<file path="config.mk">
export PLATFORM = sky130hd
export DESIGN_NAME = display_scheduler
export DESIGN_NICKNAME = d
export VERILOG_FILES = /design/src/rtl/display_scheduler.sv
export SDC_FILE = /design/constraint.sdc
export NUM_CORES = 1
export LEC_CHECK = 0
export CAP_MARGIN = 15
export CORE_UTILIZATION = 51
export CTS_CLUSTER_DIAMETER = 60
export DETAILED_ROUTE_END_ITERATION = 10
export PLACE_DENSITY_LB_ADDON = 0.3
export SYNTH_ARGS = -nofsm -noshare
export SYNTH_HDL_FRONTEND = slang
export SYNTH_SLANG_ARGS = --single-unit
</file>
<file path="constraint.sdc">
create_clock -name clk -period 3 [get_ports clk]
set_input_delay 0.45 -clock clk [delete_from_list [all_inputs] [get_ports clk]]
set_output_delay 0.45 -clock clk [all_outputs]
set_load 0.03 [all_outputs]
</file>
<file path="src/rtl/display_scheduler.sv">
// =============================================================================
// display_scheduler: sequences MAX7219 config words and coherent 6-digit
// refresh frames to a downstream SPI word shifter (valid/ready).
// Revision: 1.0
// =============================================================================
`default_nettype none

module display_scheduler #(
  parameter logic [3:0] INTENSITY   = 4'h8,
  parameter logic [2:0] SCAN_LIMIT  = 3'd5,
  parameter logic [7:0] DECODE_MASK = 8'h3F
) (
  input  logic        clk,
  input  logic        res,
  input  logic        ena,
  input  logic        refresh_tick,
  input  logic [2:0]  min_X0,
  input  logic [3:0]  min_0X,
  input  logic [2:0]  sec_X0,
  input  logic [3:0]  sec_0X,
  input  logic [3:0]  ces_X0,
  input  logic [3:0]  ces_0X,
  output logic [15:0] word_data,
  output logic        word_valid,
  input  logic        word_ready,
  output logic        init_done,
  output logic        busy
);

  localparam logic [1:0] S_INIT = 2'd0;
  localparam logic [1:0] S_IDLE = 2'd1;
  localparam logic [1:0] S_SNAP = 2'd2;
  localparam logic [1:0] S_SEND = 2'd3;

  localparam logic [2:0] LAST_CFG   = 3'd4;
  localparam logic [2:0] LAST_DIGIT = 3'd5;

  logic [1:0]  state_q, state_d;
  logic [2:0]  idx_q, idx_d;
  logic        pending_q, pending_d;
  logic        init_done_q, init_done_d;
  logic        valid_q, valid_d;
  logic [15:0] data_q, data_d;
  logic [23:0] snap_q, snap_d;

  logic [23:0] live_digits;
  logic        xfer;

  function automatic logic [15:0] cfg_word(input logic [2:0] idx);
    logic [15:0] w;
    case (idx)
      3'd0:    w = 16'h0C01;
      3'd1:    w = {8'h09, DECODE_MASK};
      3'd2:    w = {8'h0A, 4'h0, INTENSITY};
      3'd3:    w = {8'h0B, 5'h00, SCAN_LIMIT};
      default: w = 16'h0F00;
    endcase
    return w;
  endfunction

  // Code-B blank for anything that is not a decimal digit.
  function automatic logic [3:0] blank(input logic [3:0] n);
    return (n > 4'd9) ? 4'hF : n;
  endfunction

  // Digit register idx+1; the decimal point separates min.sec.ces.
  function automatic logic [15:0] digit_word(input logic [2:0] idx, input logic [23:0] d);
    logic [3:0] nib;
    logic       dp;
    case (idx)
      3'd0:    nib = d[3:0];
      3'd1:    nib = d[7:4];
      3'd2:    nib = d[11:8];
      3'd3:    nib = d[15:12];
      3'd4:    nib = d[19:16];
      default: nib = d[23:20];
    endcase
    dp = (idx == 3'd2) || (idx == 3'd4);
    return {4'h0, ({1'b0, idx} + 4'd1), dp, 3'b000, blank(nib)};
  endfunction

  assign live_digits = {1'b0, min_X0, min_0X, 1'b0, sec_X0, sec_0X, ces_X0, ces_0X};
  assign xfer        = valid_q && word_ready;

  always_ff @(posedge clk) begin
    if (res) begin
      state_q <= S_INIT;
    end else begin
      state_q <= state_d;
    end
  end

  always_comb begin
    state_d = state_q;
    case (state_q)
      S_INIT: if (xfer && idx_q == LAST_CFG) state_d = S_IDLE;
      S_IDLE: if (ena && (pending_q || refresh_tick)) state_d = S_SNAP;
      S_SNAP: state_d = S_SEND;
      S_SEND: if (xfer && idx_q == LAST_DIGIT) state_d = S_IDLE;
      default: state_d = S_INIT;
    endcase
  end

  always_comb begin
    busy = (state_q != S_IDLE);
  end

  always_comb begin
    idx_d       = idx_q;
    pending_d   = pending_q | refresh_tick;
    init_done_d = init_done_q;
    valid_d     = valid_q;
    data_d      = data_q;
    snap_d      = snap_q;
    case (state_q)
      S_INIT: begin
        if (!valid_q) begin
          valid_d = 1'b1;
          data_d  = cfg_word(idx_q);
        end else if (xfer) begin
          if (idx_q == LAST_CFG) begin
            valid_d     = 1'b0;
            idx_d       = 3'd0;
            init_done_d = 1'b1;
          end else begin
            idx_d  = idx_q + 3'd1;
            data_d = cfg_word(idx_q + 3'd1);
          end
        end
      end
      S_IDLE: begin
        // A request is either consumed here or dropped because ena is low.
        pending_d = 1'b0;
        valid_d   = 1'b0;
      end
      S_SNAP: begin
        // The first word comes from the live inputs, which are being
        // snapshotted on this same edge, so the frame stays coherent.
        snap_d  = live_digits;
        idx_d   = 3'd0;
        valid_d = 1'b1;
        data_d  = digit_word(3'd0, live_digits);
      end
      default: begin
        if (xfer) begin
          if (idx_q == LAST_DIGIT) begin
            valid_d = 1'b0;
            idx_d   = 3'd0;
          end else begin
            idx_d  = idx_q + 3'd1;
            data_d = digit_word(idx_q + 3'd1, snap_q);
          end
        end
      end
    endcase
  end

  always_ff @(posedge clk) begin
    if (res) begin
      idx_q       <= 3'd0;
      pending_q   <= 1'b0;
      init_done_q <= 1'b0;
      valid_q     <= 1'b0;
      data_q      <= 16'h0000;
      snap_q      <= 24'h000000;
    end else begin
      idx_q       <= idx_d;
      pending_q   <= pending_d;
      init_done_q <= init_done_d;
      valid_q     <= valid_d;
      data_q      <= data_d;
      snap_q      <= snap_d;
    end
  end

  assign word_data  = data_q;
  assign word_valid = valid_q;
  assign init_done  = init_done_q;

endmodule

`default_nettype wire
</file>
* After elaboration in Yosys (flattened, before gate mapping)
Cells that the tools add are included.
Storage, ports and cells: bits in registers 46, output and inout bits 19, bits in latches 0, memories kept 0, bits in writable memories 0, bits in read-only memories 0
Operators by class: magnitude comparators 2, div/mod/pow operators 0, eq/ne operators 21, multiply operators 0, muxes and demuxes 31, add/sub/neg operators 2, reduce and logical (&&, ||, !) cells 20, bitwise logic cells 2, shift-type cells 0
Operator list (count):
- $pmux 11 s4 | 2
- $mux 16 | 5
- $pmux 16 s3 | 1
- $mux 4 | 6
- $pmux 4 s5 | 1
- $mux 3 | 5
- $eq 3x2->1 const B | 4
- $ne 2x2->1 const B | 5
- $eq 3x3->1 const B | 3
- $pmux 3 s3 | 1
- $gt 4x4->1 const B | 2
- $pmux 2 s4 | 1
- $reduce_and 4->1 | 2
- $reduce_bool 4->1 | 2
- $eq 3x1->1 const B | 2
- $logic_not 3->1 | 2
- $mux 2 | 3
- $ne 3x3->1 const B | 2
- $mux 1 | 5
- $reduce_and 5->1 | 1
- $add 3x1->4 const B | 1
- $eq 2x2->1 const B | 2
- $logic_and 1x1->1 | 4
- $add 3x1->3 const B | 1
- other kinds (14) | 15

* Longest topological paths before layout
Gate-level depths: netlist of the first run.
depth after elaboration 11, depth in mapped cells 10, gate-level depth less buffers 8

* Least setup slack after synthesis of the first run
No wires, ideal clock.
path kind register to register, from register idx_q[0], to register data_q[0], in the netlist word_data[0], slack 0.764 ns, required time 2.863 ns, setup time 0.137 ns, stages on the path, launching flop included 10, data arrival time 2.099 ns, clock period less this slack 2.236 ns, path through dfxtp_1 -> ha_1 -> ha_1 -> ha_1 -> clkbuf_1 -> nor2_1 -> a32oi_1 -> a21boi_1 -> a2111oi_4 -> a221oi_2
On the way: longest elaborated chain between the ends 11, elaborated cells on any way between the ends 29, classes of those cells add/sub (1); order compare (1); eq/ne (11); mux (13); reduce/logical (3)
RTL lines:
- from (decl) | line 39 | logic [2:0] idx_q, idx_d;
- from (signal assigned) | line 167 | idx_q <= idx_d;
- $add 3x1->3 | line 127, 151
- $eq 3x3->1 (tied with other cells) | line 70 | case (idx)
- $pmux 4 s5 | line 70
- $mux 4 | line 146 | if (idx_q == LAST_DIGIT) begin
- $mux 4 | line 145 | if (xfer) begin
- $mux 4 | line 115 | case (state_q)
- $gt 4x4->1 | line 63 | return (n > 4'd9) ? 4'hF : n;
- $mux 4 | line 63
- $mux 16 | line 146
- $mux 16 | line 145
- $pmux 16 s3 | line 115
- to (signal assigned) | line 171 | data_q <= data_d;
- to (decl) | line 43 | logic [15:0] data_q, data_d;
Several ways; a longest one is shown, not always the timed one. The select of a mux whose other input is x is not followed. A chain may end at the register's enable or synchronous reset.

* Worst setup path in the final report of the first run
Ends and elaborated chain as after synthesis.

==> results.cfg, run 1 <==
[status]
status = complete, no violations

[floorplanning]
design.die.area_um2 = 4650
core-area_um2 = 4090
start_util_pct = 54.6
die_h_um = 68.2
dieWidth_um = 68.2
num_rows = 23
ios = 46

[final_layout]
stdcell_count = 339
layout-drive-gt1-share_pct = 5.88
num-nets-final = 327
syn_to_final_growth_pct = 20.0
n_antenna_cell = 0
design_area_um2 = 2680

[clock_network]
post_cts_buffers = 0
clock_latency_ps = 290
path_clk_slew_ps = 80
cts_sinks = 40
cts_tree = done
cts_htree_levels = 2
cts_buffer_depth = 2
cts_buffers = 5
cts_root_buf = clkbuf_8
hold_buffers = 0
cts_resized = 0

[setup_path]
path_max_fanout = 12
path_delay_family = adder cells
cp_common_cell = ha_1
crit_path_end_kind = flop
cp_cell_sequence = ha_1, ha_1, ha_1, nor2_1, a32oi_1, a21boi_1, a2111oi_4, a221oi_2
required_ps = 3160
worstSetupPathType = flop to flop
slowest_stage = ha_1
cp.buffers_inverters = 0
startpoint = idx_q[0]
rr_startpoint = idx_q[0]
start_kind = flop
cp.arrival_ps = 2820
slowest_delay_ps = 490

[sta]
period_share_pct = 88.5
hold_viol = 0
max_freq_mhz = 377
skew_ps = 5.77
finalCriticalPeriod_ps = 2660
maxSlewHeadroom_pct = 61.1
fin_ws_ps = 344
setup_viol = 0
tightest_slew_ps = 583
fin_setup_tns_ps = 0
drv_slew = 0
rsz0062_at_grt = no

[yosys]
synth.yosys.seq_area_share_pct = 35.9
ys.flop_type = dfxtp_1
synth-edff-count = 0
synth_top_cell_area_share_pct = 35.9
synth_top_cell_by_area = dfxtp_1
ys_async_sr_fraction_pct = 0
synthMuxAreaShare_pct = 11.8
yosys.area_share.simple_pct = 17.0
synth_area_leaders = dfxtp_1 (36%), mux2i_1 (11%), nor2_1 (7.2%), ha_1 (6.7%), nand2_1 (2.5%)
yosysUniqueCellTypes = 52
synth-compound-area-share_pct = 19.6
syn-instance-count = 258
yosys.area_share.xor_xnor_pct = 0.392
synth_top_family_by_area = compound AO/OA/AOI/OAI gates
syn_area_um2 = 2230
ys_warn_count = 0
synth.avg_cell_area_um2 = 8.65
synthAdderAreaFrac_pct = 6.73
ys_ff_latch = 40

[place]
gp_congestion = 0.970
placed_cells = 331
placed_cell_area_um2 = 2590
pre_cts_slack_ps = 409
io_buffers = 40
dp_hpwl_mm = 3.44

[power]
p_per_area_nw_per_um2 = 697
leakagePower_nw = 1.01
finalPower_mw = 1.87
peakVddDrop_mv = 0.343

[routing]
drc = 0
drt_iter0_drc = 100
via_per_inst = 5.78
vias = 1958
finalWirelength_mm = 4.91
ant_nets = 0
drt_pass1_iterations = 4
wl_per_cell_um = 14.5

[run]
maxCapViolCount = 0

[hold_path]
min-delay-path-class = flop to flop
hold_start = word_data[7]

[global_route]
antenna_found_initial = 0
grt_usage_pct = 23.2
overflow = 0
first_global_vias = 1750
grt_max_degree = 41
grt_pass1_wl_mm = 8.19
==> cells in the final DEF, fill, tap and decap left out, drive strengths merged, types with 2 or more instances in the layout <==
cell type       n
nor2           43
dfxtp          40
clkdlybuf4s50  40
mux2i          24
nand2          15
ha             12
o21ai          11
inv            10
a21oi           9
clkbuf          8
nand3           5
a31oi           5
a211oi          5
conb            5
nor3            5
a22oi           4
buf             4
a222oi          3
a32oi           3
and3            3
nand4           3
nand3b          2
a311oi          2
nand2b          2
a21boi          2
a21o            2
or2             2
mux2            2
a221oi          2
==> kinds of logic after synthesis <==
kind of cell | after synthesis
and+or+nand+nor | 84
AOI/OAI and AO/OA | 59
DFF | 40
buffers and inverters | 35
muxes | 26
adders and majority gates | 12
other | 1
xor gates and xnor gates | 1
==> Yosys cell counts (3+ instances only) <==
| master | n |
|---|---|
| dfxtp_1 | 40 |
| buf_4 | 7 |
| clkbuf_1 | 6 |
| inv_1 | 10 |
| o21ai_0 | 9 |
| mux2i_1 | 24 |
| nand3_1 | 5 |
| a211oi_1 | 5 |
| a22oi_1 | 4 |
| a31oi_1 | 5 |
| buf_6 | 3 |
| nand2_1 | 15 |
| nand4_1 | 3 |
| a32oi_1 | 3 |
| ha_1 | 12 |
| and3_1 | 3 |
| nor3_1 | 4 |
| nor2_1 | 43 |
| buf_2 | 7 |
| a222oi_1 | 3 |
| a21oi_1 | 9 |
==> worst reg2reg max path, cell delays in order (launching register included) <==
cell and delay [ps]:
dfxtp_1 410, ha_1 240, ha_1 490, ha_1 370, nor2_1 110, a32oi_1 250, a21boi_1 160, a2111oi_4 370
a221oi_2 120
==> per-layer routing <==
layer | vias up | global-route usage (%) | share of wire [%] | wire length, um
met2 | 76 | 36.5 | 46 | 2240
met1 | 906 | 31.4 | 47 | 2330
met4 | 0 | 8.85 | 1.7 | 85
met3 | 10 | 3.67 | 5.3 | 261
met5 | - | 0 | 0 | 0
li1 | 966 | - | - | -
==> registers in the layout (all words and copies together) (netlist names) <==
name        count
word_data      10
snap_q         22
init_done       1
pending_q       1
idx_q           3
word_valid      1
state_q         2
==> worst paths after layout <==
kind	to	depth (start not counted)	slack [ps]
worst min register to register	word_data[7]	2	450
worst max-delay path	word_data[0]	8	340
worst max register to register	word_data[0]	8	340
worst min-delay path	word_data[7]	2	450
==> area by class of cell <==
type	count	area, um2
Fill cell	361	1410
Multi-Input combinational cell	187	1260
Sequential cell	40	801
Timing Repair Buffer	44	430
Clock buffer	8	90.1
Tap cell	50	62.6
Inverter	10	37.5
==> stage by stage <==
| stage | util, % | hold WS [ps] |
|---|---|---|
| 2_1_floorplan | - | 445 |
| 3_3_place_gp | 63.3 | 447 |
| 3_5_place_dp | 63.3 | 448 |
| 4_1_cts | 65.6 | 456 |
| 5_1_grt | 65.6 | 473 |
| 6_report | 65.6 | 455 |
==> power breakdown <==
part           switching (mW)  leakage (nW)  internal, mW
clock network           0.182        0.0455         0.188
logic                   0.481         0.644         0.357
registers              0.0565         0.326         0.605
No activity file was read; power rests on OpenSTA's default activity.
==> inputs of run 2 (changes only) <==
Settings changed: CAP_MARGIN 15 to 20, CORE_UTILIZATION 51 to 45.
Clock period 3 ns to 2.6 ns, I/O delays scaled along.
==> run 2 against run 1 <==
Net effect:
- maximum frequency is 9.8% higher
- combinational power is 17% higher
- first-iteration DRC count is 86% higher
- flip-flop and latch count stayed put
- hold slack better by 9.9 ps
- sequential share of layout area is 0.43 points lower
- routed wire length is 0.18% higher
- clock power is 16% higher
- count of clock-buffer cells in the layout stayed put
- critical path depth is 1 lower
- non-clock buffer count is 2 higher
- global-route usage is 3.3 points lower
- highest routed layer unchanged
==> results.cfg, run 2 (synthesis results as in run 1) <==
[power]
finalPower_mw = 2.17
peakVddDrop_mv = 0.365
p_per_area_nw_per_um2 = 798
leakagePower_nw = 1.02

[sta]
skew_ps = 2.33
setup_viol = 0
period_share_pct = 93.1
hold_viol = 0
finalCriticalPeriod_ps = 2420
maxSlewHeadroom_pct = 62.1
whs_ps = 464
tightest_slew_ps = 568
drv_slew = 0
rsz0062_at_grt = no
max_freq_mhz = 413
fin_setup_tns_ps = 0

[setup_path]
required_ps = 2760
crit_path_end_kind = flop
cp.arrival_ps = 2580
startpoint = idx_q[0]
start_kind = flop
worstSetupPathType = flop to flop
rr_startpoint = idx_q[0]
path_max_fanout = 12

[routing]
drt-met1-wl_mm = 2.44
finalWirelength_mm = 4.92
drt_iter0_drc = 186
vias = 1908
via_per_inst = 5.33
drt_pass1_iterations = 6
wl_met2_mm = 2.14
ant_nets = 0
wl_met3_um = 292
drc = 0
top_layer = met4
wl_per_cell_um = 13.7

[global_route]
overflow = 0
first_global_vias = 1698
grt_pass1_wl_mm = 8.06
grt_usage_pct = 19.8
antenna_found_initial = 0
grt_max_degree = 41

[floorplanning]
start_util_pct = 46.9
num_rows = 25
dieWidth_um = 72.4
design.die.area_um2 = 5250
core-area_um2 = 4750
die_h_um = 72.4
ios = 46

[run]
maxCapViolCount = 0

[final_layout]
layout-drive-gt1-share_pct = 6.87
final_common_cell = nor2_1
num-nets-final = 329
design_area_um2 = 2720
largest_reg_flops = 22
mostFrequentLayoutCells = nor2_1 (43), dfxtp_1 (40), clkdlybuf4s50_1 (40)
stdcell_count = 358
syn_to_final_growth_pct = 21.7
n_antenna_cell = 0
regMostFlops = snap_q

[status]
status = complete, no violations

[clock_network]
cts_buffer_depth = 2
cts_buffers = 5
hold_buffers = 0
post_cts_buffers = 0
cts_tree = done
cts_htree_levels = 2
cts_resized = 0
clock_latency_ps = 290
path_clk_slew_ps = 70
cts_sinks = 40
cts_root_buf = clkbuf_8

[hold_path]
hold_start = word_data[7]
min-delay-path-class = flop to flop

[place]
dp_hpwl_mm = 3.52
io_buffers = 40
gp_congestion = 0.917
placed_cells = 350
placed_cell_area_um2 = 2630
-- run 2: metrics by stage --
stage	setup slack, ps	util (%)
after global routing	21.8	57.2
after detailed placement	167	55.2
after floorplan	364	-
after CTS	151	57.1
final	181	57.2
after global placement	214	55.2
-- run 2: cell type report --
cell class / count / area (um2)
fillers: 458 / 2040
multi-input cells: 187 / 1260
flip-flops and latches: 40 / 801
repair buffers: 46 / 445
clock buffers: 8 / 90.1
well taps: 67 / 83.8
inverters: 10 / 37.5
-- run 2: final timing paths --
kind                       end  slack, ps  cells after the start
setup / recovery  word_data[0]        180                      7
hold / removal    word_data[7]        460                      2
setup reg to reg  word_data[0]        180                      7
hold reg to reg   word_data[7]        460                      2
-- run 2: routing by layer --
layer / global-route usage, % / vias to the layer above
li1: - / 974
met1: 29.5 / 869
met2: 27.8 / 60
met3: 3.89 / 5
met4: 7.63 / 0
met5: 0 / -
-- run 2: critical path: stages, from the launching register on --
cell	delay [ps]
dfxtp_1	400
ha_1	240
ha_2	440
mux2_2	360
a32oi_1	220
a21boi_1	170
a2111oi_4	350
a221oi_2	110
-- run 2: power breakdown --
part           switching, mW  leakage [nW]  internal [mW]
Combinational          0.554         0.653          0.426
Sequential            0.0640         0.326          0.698
Clock                  0.210        0.0455          0.217
Total                  0.829          1.02           1.34
